==> src/rtl/clint_slave_pkg.sv <==
// clint_slave_pkg -- shared constants for the CLINT slave.
//   Default register byte addresses, response codes, access size encodings
//   and the byte-lane merge helper used for partial writes.
package clint_slave_pkg;

  localparam logic [63:0] MTIME_ADDR_DEF    = 64'h0000_0000_0200_BFF8;
  localparam logic [63:0] MTIMECMP_ADDR_DEF = 64'h0000_0000_0200_4000;
  localparam logic [63:0] MSIP_ADDR_DEF     = 64'h0000_0000_0200_0000;

  localparam logic [1:0] RESP_OKAY   = 2'b00;
  localparam logic [1:0] RESP_SLVERR = 2'b10;

  localparam logic [1:0] SIZE_BYTE  = 2'b00;
  localparam logic [1:0] SIZE_HALF  = 2'b01;
  localparam logic [1:0] SIZE_WORD  = 2'b10;
  localparam logic [1:0] SIZE_DWORD = 2'b11;

  // Replace the low 2^size bytes of old_v with those of new_v.
  function automatic logic [63:0] merge_bytes(input logic [63:0] old_v,
                                              input logic [63:0] new_v,
                                              input logic [1:0]  size);
    logic [63:0] mask;
    case (size)
      SIZE_BYTE: mask = 64'h0000_0000_0000_00FF;
      SIZE_HALF: mask = 64'h0000_0000_0000_FFFF;
      SIZE_WORD: mask = 64'h0000_0000_FFFF_FFFF;
      default:   mask = 64'hFFFF_FFFF_FFFF_FFFF;
    endcase
    return (old_v & ~mask) | (new_v & mask);
  endfunction

endpackage

==> src/rtl/clint_mtime_cnt.sv <==
// clint_mtime_cnt -- prescaled 64-bit machine timer.
//   clk        : clock, rising edge
//   rst_n      : synchronous active-low reset (mtime=0, prescaler=0)
//   tick_en_i  : prescaler count enable
//   wr_en_i    : load mtime from wr_data_i (wins over a same-cycle tick)
//   wr_data_i  : value to load
//   mtime_o    : current mtime
module clint_mtime_cnt #(
  parameter int TICK_DIV = 1
) (
  input  logic        clk,
  input  logic        rst_n,
  input  logic        tick_en_i,
  input  logic        wr_en_i,
  input  logic [63:0] wr_data_i,
  output logic [63:0] mtime_o
);

  localparam logic [15:0] PRESC_MAX = 16'(TICK_DIV - 1);

  logic [15:0] presc_q, presc_d;
  logic [63:0] mtime_q, mtime_d;

  always_comb begin
    presc_d = presc_q;
    mtime_d = mtime_q;
    if (wr_en_i) begin
      // A software write drops any tick due this cycle and restarts the period.
      mtime_d = wr_data_i;
      presc_d = '0;
    end else if (tick_en_i) begin
      if (presc_q == PRESC_MAX) begin
        presc_d = '0;
        mtime_d = mtime_q + 64'd1;
      end else begin
        presc_d = presc_q + 16'd1;
      end
    end
  end

  always_ff @(posedge clk) begin
    if (!rst_n) begin
      presc_q <= '0;
      mtime_q <= '0;
    end else begin
      presc_q <= presc_d;
      mtime_q <= mtime_d;
    end
  end

  assign mtime_o = mtime_q;

endmodule

==> src/rtl/clint_slave.sv <==
// clint_slave -- core-local interruptor slave (mtime / mtimecmp timer).
//   Ports:
//     clk, rst_n             : clock, synchronous active-low reset
//     clint_valid_i          : request valid (held until clint_ready_o)
//     clint_req_i            : 1 = write, 0 = read
//     clint_addr_i           : byte address
//     clint_size_i           : access size (byte/half/word/dword)
//     clint_data_write_i     : write data, little-endian in low bytes
//     clint_ready_o          : one-cycle completion pulse
//     clint_data_read_o      : read data, zero outside the ready cycle
//     clint_resp_o           : OKAY / SLVERR, zero outside the ready cycle
//     clint_timer_int_o      : registered mtime >= mtimecmp
//     clint_soft_int_o       : msip bit (only with CLINT_MSIP_EN)
//   Build option: define CLINT_MSIP_EN to map the msip register at MSIP_ADDR.
module clint_slave
  import clint_slave_pkg::*;
#(
  parameter logic [63:0] MTIME_ADDR    = MTIME_ADDR_DEF,
  parameter logic [63:0] MTIMECMP_ADDR = MTIMECMP_ADDR_DEF,
`ifdef CLINT_MSIP_EN
  parameter logic [63:0] MSIP_ADDR     = MSIP_ADDR_DEF,
`endif
  parameter int          TICK_DIV      = 1
) (
  input  logic        clk,
  input  logic        rst_n,
  input  logic        clint_valid_i,
  input  logic        clint_req_i,
  input  logic [63:0] clint_addr_i,
  input  logic [1:0]  clint_size_i,
  input  logic [63:0] clint_data_write_i,
  output logic        clint_ready_o,
  output logic [63:0] clint_data_read_o,
  output logic [1:0]  clint_resp_o,
`ifdef CLINT_MSIP_EN
  output logic        clint_soft_int_o,
`endif
  output logic        clint_timer_int_o
);

  localparam logic [0:0] ST_IDLE = 1'b0;
  localparam logic [0:0] ST_RESP = 1'b1;

  logic [0:0]  state_q, state_d;
  logic [63:0] mtimecmp_q, mtimecmp_d;
  logic [63:0] rdata_q, rdata_d;
  logic [1:0]  resp_q, resp_d;
  logic        tint_q, tint_d;
  logic [63:0] mtime;
  logic        accept, hit_mtime, hit_cmp, hit_msip, mapped;
  logic        wr_mtime, wr_cmp;
  logic [63:0] rsel;

  assign accept    = (state_q == ST_IDLE) && clint_valid_i;
  assign hit_mtime = (clint_addr_i == MTIME_ADDR);
  assign hit_cmp   = (clint_addr_i == MTIMECMP_ADDR);
`ifdef CLINT_MSIP_EN
  logic msip_q, msip_d;
  assign hit_msip  = (clint_addr_i == MSIP_ADDR);
`else
  assign hit_msip  = 1'b0;
`endif
  assign mapped    = hit_mtime | hit_cmp | hit_msip;
  assign wr_mtime  = accept && clint_req_i && hit_mtime;
  assign wr_cmp    = accept && clint_req_i && hit_cmp;

  clint_mtime_cnt #(
    .TICK_DIV (TICK_DIV)
  ) u_mtime_cnt (
    .clk       (clk),
    .rst_n     (rst_n),
    .tick_en_i (1'b1),
    .wr_en_i   (wr_mtime),
    .wr_data_i (merge_bytes(mtime, clint_data_write_i, clint_size_i)),
    .mtime_o   (mtime)
  );

  always_comb begin
    rsel = '0;
    if (hit_mtime)    rsel = mtime;
    else if (hit_cmp) rsel = mtimecmp_q;
`ifdef CLINT_MSIP_EN
    else if (hit_msip) rsel = {63'd0, msip_q};
`endif
  end

  always_comb begin
    state_d    = state_q;
    mtimecmp_d = wr_cmp ? merge_bytes(mtimecmp_q, clint_data_write_i, clint_size_i)
                        : mtimecmp_q;
    rdata_d    = rdata_q;
    resp_d     = resp_q;
    // Compare uses the values held before this edge, so the level lags by one.
    tint_d     = (mtime >= mtimecmp_q);
    case (state_q)
      ST_IDLE: begin
        if (clint_valid_i) begin
          state_d = ST_RESP;
          rdata_d = (mapped && !clint_req_i) ? rsel : 64'd0;
          resp_d  = mapped ? RESP_OKAY : RESP_SLVERR;
        end
      end
      default: state_d = ST_IDLE;
    endcase
  end

`ifdef CLINT_MSIP_EN
  always_comb begin
    msip_d = msip_q;
    if (accept && clint_req_i && hit_msip) msip_d = clint_data_write_i[0];
  end

  always_ff @(posedge clk) begin
    if (!rst_n) msip_q <= 1'b0;
    else        msip_q <= msip_d;
  end

  assign clint_soft_int_o = msip_q;
`endif

  always_ff @(posedge clk) begin
    if (!rst_n) begin
      state_q    <= ST_IDLE;
      mtimecmp_q <= '1;
      rdata_q    <= '0;
      resp_q     <= RESP_OKAY;
      tint_q     <= 1'b0;
    end else begin
      state_q    <= state_d;
      mtimecmp_q <= mtimecmp_d;
      rdata_q    <= rdata_d;
      resp_q     <= resp_d;
      tint_q     <= tint_d;
    end
  end

  // Gating with rst_n suppresses the pulse when reset lands in the response cycle.
  assign clint_ready_o     = (state_q == ST_RESP) && rst_n;
  assign clint_data_read_o = clint_ready_o ? rdata_q : 64'd0;
  assign clint_resp_o      = clint_ready_o ? resp_q : 2'b00;
  assign clint_timer_int_o = tint_q;

endmodule
==> config.mk <==
export PLATFORM = sky130hd
export DESIGN_NAME = clint_slave
export DESIGN_NICKNAME = d
export VERILOG_FILES = /design/src/rtl/clint_slave_pkg.sv /design/src/rtl/clint_mtime_cnt.sv /design/src/rtl/clint_slave.sv
export SDC_FILE = /design/constraint.sdc
export NUM_CORES = 1
export LEC_CHECK = 0
export ABC_AREA = 1
export CORE_MARGIN = 4
export CORE_UTILIZATION = 55
export DETAILED_ROUTE_END_ITERATION = 12
export GPL_TIMING_DRIVEN = 0
export PLACE_DENSITY = 0.82
export SLEW_MARGIN = 40
export SYNTH_ARGS = -nofsm -noshare
export SYNTH_HDL_FRONTEND = slang
export SYNTH_SLANG_ARGS = --single-unit
==> constraint.sdc <==
create_clock -name clk -period 2 [get_ports clk]
set_clock_uncertainty 0.1 [all_clocks]
set_input_delay 0.2 -clock clk [delete_from_list [all_inputs] [get_ports clk]]
set_output_delay 0.2 -clock clk [all_outputs]
set_load 0.005 [all_outputs]
; Yosys cells after proc, flatten, opt, wreduce, memory -nomap -nowiden
; Cells that the tools add are included.
[op_classes]
addsub = 2
magnitude_cmp = 1
n_eq_ne = 4
muxes = 10
bitwise_logic = 9
reduce_logical = 13
[ops]
columns = cell, n
row1 = $mux 64, 6
row2 = $and 64x64->64, 3
row3 = $pmux 64 s3, 1
row4 = $eq 64x26->1 const B, 2
row5 = $or 64x64->64, 2
row6 = $add 64x1->64 const B, 1
row7 = $ge 64x64->1, 1
row8 = $not 64->64, 1
row9 = $add 16x1->16 const B, 1
row10 = $logic_not 16->1, 1
row11 = $logic_and 1x1->1, 6
row12 = $mux 2, 2
row13 = $reduce_or 3->1, 1
row14 = $eq 2x1->1 const B, 1
row15 = $eq 2x2->1 const B, 1
row16 = $logic_not 2->1, 1
row17 = $not 1->1, 2
row18 = $reduce_and 2->1, 1
row19 = $reduce_bool 2->1, 1
row20 = $reduce_or 2->1, 1
row21 = $logic_not 1->1, 1
row22 = $mux 1, 1
row23 = $or 1x1->1, 1
[totals]
regBits = 212
inputBits = 134
out_inout_bits = 68
word_cells = 46

; Longest topological paths before layout
[depth]
ltp_word = 6
ltp_mapped = 15
depth_no_buf = 14

; Cells and area by module
; A second synthesis with hierarchy kept.
[hier_totals]
hier_cells = 2572
area_unflattened_um2 = 14792.9
[by_module_without_submodules]
columns = mod, n_inst, cells_each, area_per_inst_um2, seq_area_each_um2
row1 = clint_slave, 1, 1592, 9105.0, 2622.5
row2 = clint_mtime_cnt, 1, 980, 5688.0, 1601.5

; Worst setup path before layout
; OpenSTA, ideal clock, no wires.
[synth_timing]
kind = flip-flop to flip-flop
start = register u_mtime_cnt.mtime_q[0] (netlist: u_mtime_cnt.mtime_o[0])
end = register (tool-made name)
setup_ns = 0.132
t_arrival_ns = 1.603
t_required_ns = 1.768
slack_ns = 0.165
stages_incl_launch_ff = 12
path_buffers = 0
period_less_slack_ns = 1.835
cell_sequence = dfxtp_1 > ha_1 > nand3_1 > inv_1 > nand2_2 > nor2_1 > nand2_1 > xor2_1 > nand2_1 > nand2_1 > nand2_1 > a21oi_1
[synth_lines]
columns = item, line
row1 = "start, declared", clint_mtime_cnt.sv:22  ; logic [63:0] mtime_q, mtime_d;
row2 = "start signal, assigned", clint_mtime_cnt.sv:47  ; mtime_q <= mtime_d;

==> impl_metrics.py <==
metrics = {
    "sta": {
        "fin_crit_ns": 2.18,
        "slew_violations": 0,
        "rsz0062_at_grt": "true",
        "finalHoldViolCount": 0,
        "worst_slack_ns": -0.183,
        "period_share_pct": 109,
        "slew_headroom_pct": 53.5,
        "tightest_slew_ns": 0.697,
        "max_freq_mhz": 458,
        "final-setup-viol-count": 121,
    },
    "grt": {
        "grt_pass1_wl_um": 88300,
        "antenna_found_initial": 0,
        "grt_pass1_vias": 16200,
        "grt_use_total_pct": 39.0,
        "grt_max_degree": 13,
        "grt-ovfl-total": 0,
    },
    "route": {
        "routed_wl_um": 63600,
        "detail_route.first_pass.iterations": 8,
        "drc": 0,
        "drt-initial-drc-count": 2651,
        "via_per_inst": 5.92,
        "wire_per_inst_um": 20.7,
        "ant_nets": 0,
        "dr_total_vias": 18200,
    },
    "placement": {
        "gp_congestion": 1.03,
        "place_hpwl_um": 44200,
        "dpl_cell_area_um2": 16700,
        "port_buffers": 198,
    },
    "pwr": {
        "leakage_nw": 9.03,
        "switching_power_mw": 2.34,
        "p_sw_share_pct": 24.4,
        "seq_power_share_pct": 43.8,
        "power.density_nw_per_um2": 481,
        "p_int_mw": 7.26,
        "p_comb_share_pct": 8.0,
        "p_clk_share_pct": 48.2,
        "fin_total_pwr_mw": 9.60,
        "peakVddDrop_v": 0.000735,
    },
    "cells_and_area": {
        "antenna-diode-count": 0,
        "drive_gt1_share_pct": 19.9,
        "area_delta_synth_final_pct": 39.4,
        "design_area_um2": 20000,
        "final_nets": 2935,
    },
    "min_path": {
        "hold_path_class": "in2reg",
    },
    "synth": {
        "yosys.cell_types.count": 38,
        "synth_ff_type": "dfxtp_1",
        "syn_nets": 2616,
        "syn_area_um2": 14300,
        "synth_commonest_cells": "nand2_1, nor2_1, inv_1, dfxtp_1, nand3_1",
        "yosys.area.top_type": "dfxtp_1",
        "syn_avg_cell_area_um2": 5.93,
        "ys_warn_count": 0,
        "syn_inst": 2415,
        "yosys.area.top_type_share_pct": 29.5,
        "synth_edf_count": 0,
        "yosysSeqAreaShare_pct": 29.5,
        "yosysMostFrequentCell": "nand2_1",
        "synthArstFlopShare_pct": 0,
        "synth_area_leaders": "dfxtp_1, nand2_1, nor2_1",
        "synth-seq-cells": 211,
    },
    "critical_path": {
        "max_stage_delay_ns": 0.55,
        "cp-start-kind": "input pin",
        "critPathSlowestCell": "clkdlybuf4s50_1",
        "required_ns": 2.24,
        "cp_data_arrival_time_ns": 2.42,
        "cp_top_family": "buffers and inverters",
        "cp_max_fo": 10,
        "crit_chain": "clkdlybuf4s50_1 -> buf_2 -> inv_2 -> clkbuf_2 -> a21oi_1 -> o21ai_0",
        "cp-end-kind": "register",
        "crit_type": "in2reg",
        "critPathBufInv": 4,
    },
    "clock_tree": {
        "clk-insertion-delay-late_ns": 0.53,
        "cts.sinks": 211,
        "cts_buffer_depth": 3,
        "cts_buffers": 24,
        "root_buffer": "clkbuf_16",
        "h-tree-depth": 1,
        "path_clk_slew_ns": 0.07,
        "cts_tree": "built",
        "cts_hold_buf": 0,
    },
    "floorplan": {
        "rows": 58,
        "die_x_um": 169,
        "core_um2": 25400,
        "io_pins": 202,
        "die-area_um2": 28700,
        "die_y_um": 169,
        "start_util_pct": 56.4,
    },
    "status": {
        "failed_checks": "negative setup slack",
        "outcome": "finished with violations",
    },
    "run": {
        "drv_cap": 0,
    },
}
## cells in the final DEF (no fill, tap or decap), types with 8 or more instances in the layout
master / count
buf_8: 8
o21ai_0: 98
clkbuf_16: 30
nand3_2: 9
buf_4: 88
nor2_2: 67
o21ai_1: 32
dlygate4sd2_1: 34
inv_1: 316
nand2_4: 12
buf_2: 13
a21oi_1: 128
nand3_1: 176
o21ai_2: 18
dfxtp_2: 55
buf_6: 27
nor2_4: 40
nor2_1: 410
dlymetal6s2s_1: 38
nand4_1: 46
clkdlybuf4s50_1: 112
nand2_2: 32
nor3_1: 14
ha_4: 10
clkbuf_8: 8
clkbuf_1: 27
inv_2: 16
dfxtp_4: 17
ha_1: 55
xor2_1: 28
nand2_1: 516
dfxtp_1: 139
clkbuf_2: 28
o211ai_1: 15
## cells by family after synthesis
kind of cell	Yosys count	share of synthesized area, %
adder cells (fa/ha/maj)	67	5.85
XOR/XNOR	34	2.08
AND/OR/NAND/NOR	1350	39.1
flip-flops	211	29.5
AO/OA/AOI/OAI	309	11.2
other	1	0.0262
buffers and inverters	443	12.4
## power groups by stage
| stage | registers, mW | logic (mW) | clock network [mW] |
|---|---|---|---|
| global route | 4.20 | 0.801 | 4.77 |
| global placement | 4.31 | 0.626 | 0 |
| floorplan | 4.31 | 0.231 | 0 |
| finish | 4.20 | 0.769 | 4.63 |
| CTS | 4.21 | 0.681 | 4.58 |
| detailed placement | 4.31 | 0.637 | 0 |
## layout make-up
type	count	area [µm²]
timing repair buffer	292	2830
multi-input combinational	1763	9460
clock buffer	35	713
tap	330	413
sequential	211	4360
buffer	102	808
inverter	340	1310
clock inverter	8	90.1
fill	1833	5430
## worst min-delay path: stages
cell      delay [ns]
clkbuf_1        0.16
o21ai_0         0.19
o21ai_1         0.08
nand2_1         0.07
a21oi_1         0.05
## final timing paths
| path | endpoint | from | slack [ns] | cells after the start |
|---|---|---|---|---|
| max reg2reg | u_mtime_cnt.mtime_o[6]$_SDFFE_PN0P_ | state_q$_SDFF_PP0_ | -0.12 | 9 |
| min reg2reg | u_mtime_cnt.presc_q[0]$_SDFF_PP0_ | u_mtime_cnt.presc_q[0]$_SDFF_PP0_ | 0.36 | 1 |
| max | mtimecmp_q[0]$_SDFFE_PN1P_ | rst_n | -0.18 | 6 |
| min | register | clint_size_i[0] | 0.16 | 5 |
## per-stage QoR
| step | hold slack [ns] | utilization [%] | setup slack (ns) | TNS (ns) | std cells |
|---|---|---|---|---|---|
| CTS | 0.130 | 72.8 | -0.227 | -2.60 | 3027 |
| finish | 0.157 | 78.6 | -0.183 | -3.36 | 3081 |
| global route | 0.181 | 78.6 | -0.153 | -11.23 | 3081 |
| detailed placement | 0.356 | 65.9 | -1.05 | -160.05 | 2943 |
| floorplan | 0.226 | - | 0.165 | 0 | 2415 |
| global placement | 0.353 | 65.8 | -1.00 | -171.28 | 2943 |
## per-layer routing
layer  part of all wire, %  track usage (%)  vias to the layer above
li1                      -                -                     8250
met1                    37             51.7                     8432
met2                    44             62.7                     1275
met3                    12             8.27                      283
met4                   5.7             14.7                        2
met5                  0.12             1.84                        -
## timing repair
item,CTS,global route
gates cloned,5,7
resized for setup,297,393
buffers inserted,37,47
endpoints found under the hold margin,0,0
pin swaps,37,68
endpoints found under the setup margin,261,253
Power figures use the tool's default switching activity.
